<file path="config.mk">
export PLATFORM = sky130hd
export DESIGN_NAME = div_unit
export DESIGN_NICKNAME = d
export VERILOG_FILES = /design/src/rtl/div_unit_pkg.sv /design/src/rtl/div_unit_step.sv /design/src/rtl/div_unit.sv
export SDC_FILE = /design/constraint.sdc
export NUM_CORES = 1
export LEC_CHECK = 0
export CAP_MARGIN = 20
export CORE_UTILIZATION = 55
export CTS_BUF_LIST = sky130_fd_sc_hd__clkbuf_4 sky130_fd_sc_hd__clkbuf_8 sky130_fd_sc_hd__clkbuf_16
export DETAILED_ROUTE_END_ITERATION = 6
export PLACE_DENSITY = 0.77
export SLEW_MARGIN = 20
export SYNTH_ARGS = -nofsm -noshare
export SYNTH_HDL_FRONTEND = slang
export SYNTH_HIERARCHICAL = 1
export SYNTH_SLANG_ARGS = --single-unit
</file>
<file path="constraint.sdc">
create_clock -name clk -period 4 [get_ports clk]
set_clock_uncertainty 0.2 [all_clocks]
set_input_delay 0.8 -clock clk [delete_from_list [all_inputs] [get_ports clk]]
set_output_delay 0.8 -clock clk [all_outputs]
set_load 0.02 [all_outputs]
</file>
<file path="src/rtl/div_unit_pkg.sv">
// Shared definitions for the multi-cycle signed divider: data width and FSM state encodings.
package div_unit_pkg;

  localparam int DATA_WIDTH = 32;

  typedef enum logic [2:0] {
    DIV_STATE_IDLE = 3'd0,
    DIV_STATE_PREP = 3'd1,
    DIV_STATE_RUN  = 3'd2,
    DIV_STATE_FIX  = 3'd3,
    DIV_STATE_DONE = 3'd4
  } div_state_e;

endpackage

</file>
<file path="src/rtl/div_unit_step.sv">
// One restoring-division iteration: shift {R,Q} left by one, subtract M from R when it fits.
module div_unit_step #(
  parameter int WIDTH = 32
) (
  input  logic [WIDTH:0]   r_in,
  input  logic [WIDTH-1:0] q_in,
  input  logic [WIDTH:0]   m_in,
  output logic [WIDTH:0]   r_out,
  output logic [WIDTH-1:0] q_out
);

  logic [WIDTH+1:0] r_sh;
  logic             ge;

  always_comb begin
    r_sh  = {r_in, q_in[WIDTH-1]};
    ge    = (r_sh >= {1'b0, m_in});
    r_out = ge ? (WIDTH+1)'(r_sh - {1'b0, m_in}) : r_sh[WIDTH:0];
    q_out = {q_in[WIDTH-2:0], ge};
  end

endmodule

</file>
<file path="src/rtl/div_unit.sv">
// Signed restoring divider producing one quotient bit per cycle; results held from done until
// the next accepted start.
//
// state | meaning
// IDLE  | waiting for start
// PREP  | operands latched; take magnitudes or flag divide-by-zero
// RUN   | WIDTH shift/subtract iterations
// FIX   | apply signs and publish quotient/remainder (no update on divide-by-zero)
// DONE  | done pulse; start here is accepted back-to-back
module div_unit
  import div_unit_pkg::*;
#(
  parameter int WIDTH = DATA_WIDTH
) (
  input  logic             clk,
  input  logic             reset,
  input  logic             start,
  input  logic [WIDTH-1:0] dividend,
  input  logic [WIDTH-1:0] divisor,
  output logic             busy,
  output logic             done,
  output logic             div_zero,
  output logic [WIDTH-1:0] quotient,
  output logic [WIDTH-1:0] remainder
);

  localparam int CNT_W = $clog2(WIDTH);

  div_state_e       state_q, state_d;
  logic [WIDTH-1:0] op_a_q, op_a_d;
  logic [WIDTH-1:0] op_b_q, op_b_d;
  logic             sa_q, sa_d;
  logic             sb_q, sb_d;
  logic [WIDTH:0]   r_q, r_d;
  logic [WIDTH-1:0] q_q, q_d;
  logic [WIDTH:0]   m_q, m_d;
  logic [CNT_W-1:0] cnt_q, cnt_d;
  logic             busy_q, busy_d;
  logic             done_q, done_d;
  logic             dz_q, dz_d;
  logic [WIDTH-1:0] quo_q, quo_d;
  logic [WIDTH-1:0] rem_q, rem_d;

  logic [WIDTH:0]   r_step;
  logic [WIDTH-1:0] q_step;
  logic [WIDTH-1:0] abs_a;
  logic [WIDTH-1:0] abs_b;

  div_unit_step #(.WIDTH(WIDTH)) u_step (
    .r_in  (r_q),
    .q_in  (q_q),
    .m_in  (m_q),
    .r_out (r_step),
    .q_out (q_step)
  );

  always_comb begin
    abs_a   = sa_q ? -op_a_q : op_a_q;
    abs_b   = sb_q ? -op_b_q : op_b_q;

    state_d = state_q;
    op_a_d  = op_a_q;
    op_b_d  = op_b_q;
    sa_d    = sa_q;
    sb_d    = sb_q;
    r_d     = r_q;
    q_d     = q_q;
    m_d     = m_q;
    cnt_d   = cnt_q;
    busy_d  = busy_q;
    done_d  = 1'b0;
    dz_d    = dz_q;
    quo_d   = quo_q;
    rem_d   = rem_q;

    case (state_q)
      DIV_STATE_IDLE: begin
        if (start) begin
          op_a_d  = dividend;
          op_b_d  = divisor;
          sa_d    = dividend[WIDTH-1];
          sb_d    = divisor[WIDTH-1];
          dz_d    = 1'b0;
          busy_d  = 1'b1;
          state_d = DIV_STATE_PREP;
        end
      end
      DIV_STATE_PREP: begin
        if (op_b_q == '0) begin
          // Zero divisor routes through FIX so both paths reach DONE through the same state.
          dz_d    = 1'b1;
          quo_d   = '0;
          rem_d   = op_a_q;
          state_d = DIV_STATE_FIX;
        end else begin
          q_d     = abs_a;
          m_d     = {1'b0, abs_b};
          r_d     = '0;
          cnt_d   = '0;
          state_d = DIV_STATE_RUN;
        end
      end
      DIV_STATE_RUN: begin
        r_d   = r_step;
        q_d   = q_step;
        cnt_d = cnt_q + 1'b1;
        if (cnt_q == CNT_W'(WIDTH-1)) begin
          state_d = DIV_STATE_FIX;
        end
      end
      DIV_STATE_FIX: begin
        if (!dz_q) begin
          quo_d = (sa_q ^ sb_q) ? -q_q : q_q;
          rem_d = sa_q ? -r_q[WIDTH-1:0] : r_q[WIDTH-1:0];
        end
        done_d  = 1'b1;
        state_d = DIV_STATE_DONE;
      end
      DIV_STATE_DONE: begin
        if (start) begin
          op_a_d  = dividend;
          op_b_d  = divisor;
          sa_d    = dividend[WIDTH-1];
          sb_d    = divisor[WIDTH-1];
          dz_d    = 1'b0;
          state_d = DIV_STATE_PREP;
        end else begin
          busy_d  = 1'b0;
          state_d = DIV_STATE_IDLE;
        end
      end
      default: begin
        busy_d  = 1'b0;
        state_d = DIV_STATE_IDLE;
      end
    endcase
  end

  always_ff @(posedge clk or negedge reset) begin
    if (!reset) begin
      state_q <= DIV_STATE_IDLE;
      op_a_q  <= '0;
      op_b_q  <= '0;
      sa_q    <= 1'b0;
      sb_q    <= 1'b0;
      r_q     <= '0;
      q_q     <= '0;
      m_q     <= '0;
      cnt_q   <= '0;
      busy_q  <= 1'b0;
      done_q  <= 1'b0;
      dz_q    <= 1'b0;
      quo_q   <= '0;
      rem_q   <= '0;
    end else begin
      state_q <= state_d;
      op_a_q  <= op_a_d;
      op_b_q  <= op_b_d;
      sa_q    <= sa_d;
      sb_q    <= sb_d;
      r_q     <= r_d;
      q_q     <= q_d;
      m_q     <= m_d;
      cnt_q   <= cnt_d;
      busy_q  <= busy_d;
      done_q  <= done_d;
      dz_q    <= dz_d;
      quo_q   <= quo_d;
      rem_q   <= rem_d;
    end
  end

  assign busy      = busy_q;
  assign done      = done_q;
  assign div_zero  = dz_q;
  assign quotient  = quo_q;
  assign remainder = rem_q;

endmodule

</file>
**Word-level counts from Yosys, hierarchy flattened**

Cells that the tools add are included.

- Flip-flop bits (word level): 238
- Logic and storage cells: 79

- Add/sub/neg operators: 6
- Magnitude comparators: 1
- Equality and inequality tests: 12
- Muxes and demuxes: 29
- Bitwise gates (word level): 3
- Reduce and logical (&&, ||, !) cells: 14

Operators by type and width:

| cell | number |
|---|---|
| two-way mux 32 bit | 9 |
| case mux 32 bit (2 select lines) | 3 |
| negator 32 bit | 4 |
| two-way mux 33 bit | 2 |
| case mux 33 bit (2 select lines) | 1 |
| >= comparator 34 x 32 -> 1 bit | 1 |
| subtractor 33 x 32 -> 33 bit | 1 |
| zero test 32 bit | 1 |
| case mux 3 bit (5 select lines) | 1 |
| != test 2 bit (second input constant) | 6 |
| case mux 5 bit (2 select lines) | 1 |
| AND reduction 3 bit | 3 |
| AND reduction 2 bit | 4 |
| two-way mux 1 bit | 7 |
| equality test 3 x 2 -> 1 bit (second input constant) | 2 |
| two-way mux 3 bit | 2 |
| nonzero test 2 bit | 3 |
| adder 5 x 1 -> 5 bit (second input constant) | 1 |
| equality test 5 bit (second input constant) | 1 |
| two-way mux 5 bit | 1 |
| equality test 3 x 1 -> 1 bit (second input constant) | 1 |
| equality test 3 bit (second input constant) | 1 |
| zero test 3 bit | 1 |
| case mux 1 bit (3 select lines) | 1 |
| 6 further kinds | 7 |

**Longest topological paths before layout**

Gate-level depths: netlist (run 1).

- Word-level depth: 4
- Mapped depth: 16
- Mapped depth without buffers: 13

**By module**

The synthesis (run 1) kept the hierarchy.

Modules (own cells, without submodules):

| module | instances | cells each | area an instance (um^2) | seq. area each (um^2) |
|---|---|---|---|---|
| div_unit | 1 | 1167 | 11772.5 | 5905.7 |
| div_unit_step | 1 | 398 | 2628.8 | 0.0 |

**Least setup slack after synthesis (run 1)**

No wires, ideal clock.

- Path type: reg-to-reg
- Start: reg q_q[31]
- End: reg r_q[1]
- Arrival time: 2.795 ns
- Setup slack: 0.884 ns
- Cell stages (with the launch flop): 14
- Buffers on the path: 1
- Period minus slack after synthesis: 3.116 ns
- Path through: dfrtp_1 > inv_1 > ha_1 > inv_1 > fa_1 > a21o_1 > a221oi_2 > o21ai_2 > a21boi_2 > o31ai_2 > a21oi_2 > buf_6 > mux2_4 > a22o_1

- Cells in the longest elaborated chain, start to end: 3
- Elaborated cells between the ends (all ways): 4
- Classes of those cells: add/sub: 1; order compare: 1; mux: 2

Ends and longest elaborated chain:

| element | line | source |
|---|---|---|
| start: declaration | div_unit.sv:35 | `logic [WIDTH-1:0] q_q, q_d;` |
| start signal: assignment | div_unit.sv:162 | `q_q <= q_d;` |
| subtractor 33 x 32 -> 33 bit / >= comparator 34 x 32 -> 1 bit (equally long branches) | div_unit_step.sv:18, div_unit_step.sv:17 |  |
| two-way mux 33 bit * | div_unit_step.sv:18 | `r_out = ge ? (WIDTH+1)'(r_sh - {1'b0, m_in}) : r_sh[WIDTH:0];` |
| named net r_step[1] | div_unit.sv:44 | `logic [WIDTH:0] r_step;` |
| case mux 33 bit (2 select lines) * | div_unit.sv:76 | `case (state_q)` |
| end signal: assignment | div_unit.sv:161 | `r_q <= r_d;` |
| end: declaration | div_unit.sv:34 | `logic [WIDTH:0] r_q, r_d;` |

Mark *: on every way through the listed nets, which the timed path passes. The rest lies on a longest branch.
A chain may end at the register's enable or synchronous reset.

**Worst setup path after layout (run 1)**

- Start: reg q_q[31]
- End: reg r_q[3]

The elaborated chain is that of the path after synthesis.

==> impl_metrics.py, run 1 <==
metrics = {
    "worst_setup_path": {
        "worst_r2r_endpoint": "r_q[3]",
        "timing.critical_path.fanout_max": 19,
        "reg2regPathDepth": 13,
        "crit_path_frequent_cell": "inv_1",
        "cp_slowest_stage_delay_ns": 0.43,
        "cpLargestDelayFamily": "compound AO/OA/AOI/OAI gates",
        "regToRegStartpoint": "q_q[31]",
        "arrival_ns": 3.85,
        "worstSetupEndpointType": "register",
        "setup_slack_of_the_worst_register_to_register_path_ns": 0.38,
        "critPathRequiredTime_ns": 4.23,
        "crit_path_cell_trace": "inv_1, ha_1, inv_1, fa_1, a21o_1, a221oi_2, o21ai_2, a21boi_2, o31ai_2, a21oi_4, buf_4, o21ai_1, a22o_1",
        "worstPathBufferInverterCount": 3,
        "path_class": "register to register",
        "worst_setup_path_start_kind": "register",
        "slowest_stage": "dfrtp_1",
    },
    "status": {
        "run_status": "completed",
    },
    "timing": {
        "grt_setup_unrepaired": "false",
        "fmax_mhz": 276,
        "min_period_over_period": 0.905,
        "finalWorstPathRequiredPeriod_ns": 3.62,
        "slew_violations": 0,
        "fin_tns_setup_ns": 0,
        "final_hold_viol_count": 0,
        "setup_viol_count_final": 0,
        "slew_headroom": 0.356,
        "worst_slew_pin_slew_ns": 0.959,
    },
    "hold_path": {
        "hold_class": "input port to async pin",
    },
    "floorplanning": {
        "fp.dieArea_sq_mm": 0.0268,
        "core_area_sq_mm": 0.0254,
        "die-height_microns": 164,
        "ios": 134,
        "fp.dieW_microns": 164,
        "floorplan.rows": 58,
        "initial_utilization": 0.567,
    },
    "synthesis": {
        "synth_enable_flop_cells": 0,
        "synth.cell_area_sq_mm": 0.0144,
        "synth_warnings": 6,
        "ys_seq_area_frac": 0.410,
        "yosysUniqueCellTypes": 83,
        "synth_async_sr_flop_share": 1.00,
        "synth_top_area_cell": "dfrtp_1",
        "synthesis.nets": 1672,
        "flops_latches_synth": 236,
        "synth_ff_type": "dfrtp_1",
        "post_synth_inst_count": 1565,
        "synth_top_cells_by_area": "dfrtp_1, nand2_1, xor2_1",
        "avgSynthCellArea_sq_um": 9.20,
        "synth_common_cells": "dfrtp_1, nand2_1, o21ai_0, xor2_1, clkbuf_1",
        "synth_most_common_cell": "dfrtp_1",
        "synth_top_area_share": 0.410,
    },
    "clock_network": {
        "tritoncts": "yes",
        "numClockSinks": 236,
        "clkTransAtPathRegs_ns": 0.06,
        "cts-buffers-inserted": 26,
        "cts_root_buffer": "clkbuf_16",
        "h-tree-depth": 1,
        "cts_hold_buffers": 0,
        "post_cts.resized_instances": 0,
        "post-cts-setup-buffer-count": 0,
        "cts.path.max_buffers": 3,
        "worstSkewPairLatency_ns": 0.55,
    },
    "power_and_ir_drop": {
        "leakage_nw": 7.06,
        "ir_drop_uv": 513,
        "power.total_mw": 16.8,
        "power.density_cell_area_mw_per_mm2": 1010,
    },
    "drt": {
        "route.vias.total": 11986,
        "drtAntennaViolNets": 0,
        "detailedRoute.firstIterationViolations": 1073,
        "wl_microns": 37500,
        "wl_per_cell_microns": 19.0,
        "drt-vias-per-instance": 6.07,
        "dr.pass1.iters": 5,
        "remaining_drc_errors": 0,
    },
    "final_layout": {
        "area_of_the_multi_input_gates_sq_mm": 0.00764,
        "final.fill_count": 2057,
        "fin_cells": 1974,
        "design.final.nets": 1734,
        "post_route_cells_drive_above_1_share": 0.102,
        "antenna-diode-count": 0,
        "area_growth_syn_to_layout_pct": 15.8,
        "seqCellArea_sq_mm": 0.00591,
        "stdcell_area_sq_mm": 0.0167,
        "final_util": 0.657,
    },
    "job": {
        "cap_violations": 0,
    },
    "placed_design": {
        "gp_congestion": 0.901,
        "placed_cell_area_sq_mm": 0.0158,
        "numPlacedInstances": 1929,
        "hpwl_reported_at_the_end_of_detailed_placement_microns": 27600,
        "buffer_ports.inserted": 133,
    },
    "global_routing": {
        "grt_pass1_wl_microns": 60700,
        "residual_overflow_from_global_routing": 0,
        "grtUsageTotal": 0.286,
        "grt_pass1_vias": 11508,
        "grt_max_degree": 106,
        "antenna_found_initial": 0,
    },
}
[routing by layer]
metal / wire length, microns / GRT usage / vias up
met3: 2440 / 0.0333 / 88
met2: 16800 / 0.451 / 483
met4: 1710 / 0.124 / 0
li1: - / - / 5700
met5: 0 / 0 / -
met1: 16500 / 0.398 / 5715
[final cells by class]
type                    instances  share of cell area
multi-input cells            1144               0.458
clock inverters                 5             0.00540
flip-flops and latches        236               0.354
well taps                     330              0.0248
repair buffers                159              0.0956
inverters                      60              0.0135
clock buffers                  40              0.0487
[how the worst max path moves through the flow]
stage,from,endpoint,slack [ns],depth (start not counted)
global route,q_q[31],r_q[3],0.17,13
finish,q_q[31],r_q[3],0.38,13
global placement,q_q[31],r_q[2],0.55,13
CTS,q_q[31],r_q[10],0.40,13
floorplan,q_q[31],r_q[1],0.88,13
detailed placement,q_q[31],r_q[10],0.42,13
[power breakdown]
group	leakage, nW	internal, mW	switching, mW
combinational	3.69	4.09	5.28
clock	0.451	1.52	0.997
sequential	2.92	3.51	1.43
total	7.06	9.12	7.71
[cells by family after synthesis]
| kind of cell | count (synthesis) | synth area share |
|---|---|---|
| AO/OA/AOI/OAI | 435 | 0.200 |
| XOR/XNOR | 143 | 0.0870 |
| adder cells (fa/ha/maj) | 41 | 0.0360 |
| buffers and inverters | 185 | 0.0614 |
| flip-flops | 236 | 0.410 |
| multiplexers | 70 | 0.0545 |
| other | 1 | 0.000260 |
| AND/OR/NAND/NOR | 454 | 0.150 |
[metrics by stage]
step | hold slack [ns] | worst slack [ns]
2_1_floorplan | 0.239 | 0.884
3_3_place_gp | 0.256 | 0.549
3_5_place_dp | 0.266 | 0.420
4_1_cts | 0.127 | 0.402
5_1_grt | 0.169 | 0.170
6_report | 0.0791 | 0.379
[registers in the layout, indices dropped and copies added, names as in the netlist]
signal	flops
done	1
remainder	32
quotient	32
state_q	3
div_zero	1
q_q	32
busy	1
op_b_q	32
r_q	33
op_a_q	32
m_q	32
cnt_q	5
[cell usage in the layout (no fill, tap or decap), drive strengths merged, types with 6 or more instances in the layout]
| master | n |
|---|---|
| nor3 | 20 |
| a211oi | 6 |
| a21o | 13 |
| o21bai | 6 |
| dfrtp | 236 |
| a22o | 37 |
| mux2i | 9 |
| and3 | 11 |
| clkbuf | 40 |
| or4 | 15 |
| nand2 | 208 |
| nand2b | 13 |
| or3 | 26 |
| nand3 | 42 |
| o41ai | 23 |
| a21oi | 54 |
| nand4 | 12 |
| a31oi | 14 |
| xor2 | 88 |
| ha | 39 |
| inv | 60 |
| o211ai | 36 |
| clkdlybuf4s50 | 132 |
| xnor2 | 55 |
| o21ai | 175 |
| buf | 27 |
| nor2b | 6 |
| nor4 | 19 |
| mux2 | 61 |
| nor2 | 63 |
| o31ai | 41 |
Power figures use the tool's default switching activity.
==> inputs of run 2 (changes only) <==
- CORE_ASPECT_RATIO: unset -> 1.75
- PLACE_DENSITY: 0.77 -> 0.81
==> run 2 against run 1 <==
Count of clock-buffer cells in the layout down 5; critical path type unchanged; critical endpoint is now r_q[10]; cell count down 0.25%; sequential power up 1%; core utilization down 1.4 points; cell area down 0.34%; first-iteration DRC count down 34%.
==> impl_metrics.py, run 2 (synthesis results as in run 1) <==
metrics = {
    "timing": {
        "finalWorstPathRequiredPeriod_ns": 3.62,
        "grt_setup_unrepaired": "false",
        "final_hold_viol_count": 0,
        "min_period_over_period": 0.906,
        "setup_viol_count_final": 0,
        "slew_violations": 0,
        "fin_tns_setup_ns": 0,
        "fmax_mhz": 276,
        "slew_headroom": 0.282,
        "worst_slew_pin_slew_ns": 1.07,
    },
    "status": {
        "run_status": "completed",
    },
    "final_layout": {
        "final_util": 0.643,
        "area_growth_syn_to_layout_pct": 15.4,
        "design.final.nets": 1738,
        "leading_cell_type_in_the_layout_fill_and_taps_excluded": "dfrtp_1",
        "most-common-layout-cells": "dfrtp_1, nand2_1, o21ai_0, clkdlybuf4s50_1, xor2_1",
        "post_route_cells_drive_above_1_share": 0.105,
        "regMostFlops": "r_q",
        "antenna-diode-count": 0,
        "flip_flop_count_of_the_largest_register_after_layout": 33,
    },
    "power_and_ir_drop": {
        "leakage_nw": 7.05,
        "power_frac_clock": 0.139,
        "power.total_mw": 16.7,
        "power_frac_comb": 0.562,
        "total_switching_power_mw": 7.73,
        "p_int_mw": 8.99,
        "sequential_cell_fraction_of_total_power": 0.298,
        "power.density_cell_area_mw_per_mm2": 1010,
        "sw_frac_of_total": 0.462,
        "ir_drop_uv": 626,
    },
    "floorplanning": {
        "core_area_sq_mm": 0.0259,
        "die-height_microns": 216,
        "fp.dieArea_sq_mm": 0.0269,
        "ios": 134,
        "fp.dieW_microns": 124,
        "initial_utilization": 0.557,
        "floorplan.rows": 78,
    },
    "worst_setup_path": {
        "worstSetupEndpointType": "register",
        "critPathRequiredTime_ns": 4.21,
        "setup_slack_of_the_worst_register_to_register_path_ns": 0.38,
        "cp_slowest_stage_delay_ns": 0.43,
        "worstPathBufferInverterCount": 3,
        "crit_path_cell_trace": "inv_1, ha_1, inv_1, fa_1, a21o_1, a221oi_2, o21ai_2, a21boi_2, o31ai_2, a21oi_4, buf_4, o21ai_1, a22o_1",
        "worst_r2r_endpoint": "r_q[10]",
        "worst_setup_path_start_kind": "register",
        "timing.critical_path.fanout_max": 15,
        "slowest_stage": "dfrtp_1",
        "cpLargestDelayFamily": "compound AO/OA/AOI/OAI gates",
        "reg2regPathDepth": 13,
        "regToRegStartpoint": "q_q[31]",
        "arrival_ns": 3.83,
        "path_class": "register to register",
        "crit_path_frequent_cell": "inv_1",
    },
    "clock_network": {
        "cts_root_buffer": "clkbuf_16",
        "cts-buffers-inserted": 24,
        "h-tree-depth": 1,
        "numClockSinks": 236,
        "cts_hold_buffers": 0,
        "post_cts.resized_instances": 0,
        "post-cts-setup-buffer-count": 0,
        "worstSkewPairLatency_ns": 0.52,
        "tritoncts": "yes",
        "cts.path.max_buffers": 3,
        "clkTransAtPathRegs_ns": 0.06,
    },
    "job": {
        "cap_violations": 0,
    },
    "placed_design": {
        "hpwl_reported_at_the_end_of_detailed_placement_microns": 29200,
        "buffer_ports.inserted": 133,
        "gp_congestion": 0.972,
    },
    "drt": {
        "wl_microns": 39000,
        "route.vias.total": 12032,
        "drt-vias-per-instance": 6.11,
        "wl_per_cell_microns": 19.8,
        "detailedRoute.firstIterationViolations": 707,
        "dr.pass1.iters": 7,
        "remaining_drc_errors": 0,
        "drtAntennaViolNets": 0,
    },
    "global_routing": {
        "grt_max_degree": 109,
        "grt_pass1_vias": 12117,
        "residual_overflow_from_global_routing": 0,
        "antenna_found_initial": 0,
        "grtUsageTotal": 0.294,
        "grt_pass1_wl_microns": 62800,
    },
    "hold_path": {
        "hold_class": "input port to async pin",
    },
}
## run 2: cell count changes in the layout (fill, tap and decap cells not counted), sizes merged
cell	before	now
inv	60	61
bufinv	2	1
buf	27	33
clkinvlp	0	2
clkbuf	40	35
clkinv	3	5
## run 2: worst reg2reg max path, cell delays in order, from the launching register on
cell,delay (ns)
dfrtp_1,0.43
inv_1,0.09
ha_1,0.17
inv_1,0.06
fa_1,0.40
a21o_1,0.23
a221oi_2,0.41
o21ai_2,0.13
a21boi_2,0.26
o31ai_2,0.15
a21oi_4,0.41
buf_4,0.27
o21ai_1,0.10
a22o_1,0.21
## run 2: how the worst max path moves through the flow
| stage | start | end | slack (ns) | cells past startpoint |
|---|---|---|---|---|
| 3_5_place_dp | q_q[31] | r_q[10] | 0.39 | 13 |
| 4_1_cts | q_q[31] | r_q[10] | 0.37 | 13 |
| 6_report | q_q[31] | r_q[10] | 0.38 | 13 |
| 5_1_grt | q_q[31] | r_q[10] | 0.12 | 13 |
| 2_1_floorplan | q_q[31] | r_q[1] | 0.88 | 13 |
| 3_3_place_gp | q_q[31] | r_q[9] | 0.46 | 13 |
## run 2: metrics by stage
stage / setup WS [ns] / hold slack [ns] / cells / cell area (sq um)
after floorplan: 0.884 / 0.239 / 1565 / 14400
after CTS: 0.367 / 0.158 / 1969 / 16600
after global routing: 0.122 / 0.190 / 1969 / 16600
after detailed placement: 0.386 / 0.258 / 1925 / 15800
after global placement: 0.464 / 0.253 / 1925 / 15800
final: 0.376 / 0.124 / 1969 / 16600
## run 2: layout make-up
type	count	area, sq um
sequential	236	5910
tap	320	400
fill	2111	9240
clock buffer	35	757
multi-input combinational	1144	7640
timing repair buffer	165	1610
clock inverter	9	81.3
inverter	60	225
## run 2: layer usage
| metal | vias to the layer above | GRT usage | wire length, microns |
|---|---|---|---|
| met2 | 475 | 0.545 | 20800 |
| met4 | 0 | 0.213 | 2940 |
| met1 | 5717 | 0.298 | 13300 |
| li1 | 5698 | - | - |
| met5 | - | 0 | 0 |
| met3 | 142 | 0.0378 | 1990 |
## run 2: power by group through the flow
stage | combinational (mW) | clock [mW] | sequential [mW]
4_1_cts | 9.35 | 2.36 | 4.92
6_report | 9.40 | 2.33 | 4.99
3_3_place_gp | 9.07 | 0 | 4.90
5_1_grt | 10.3 | 2.47 | 5.13
2_1_floorplan | 6.86 | 0 | 4.79
3_5_place_dp | 9.30 | 0 | 4.96
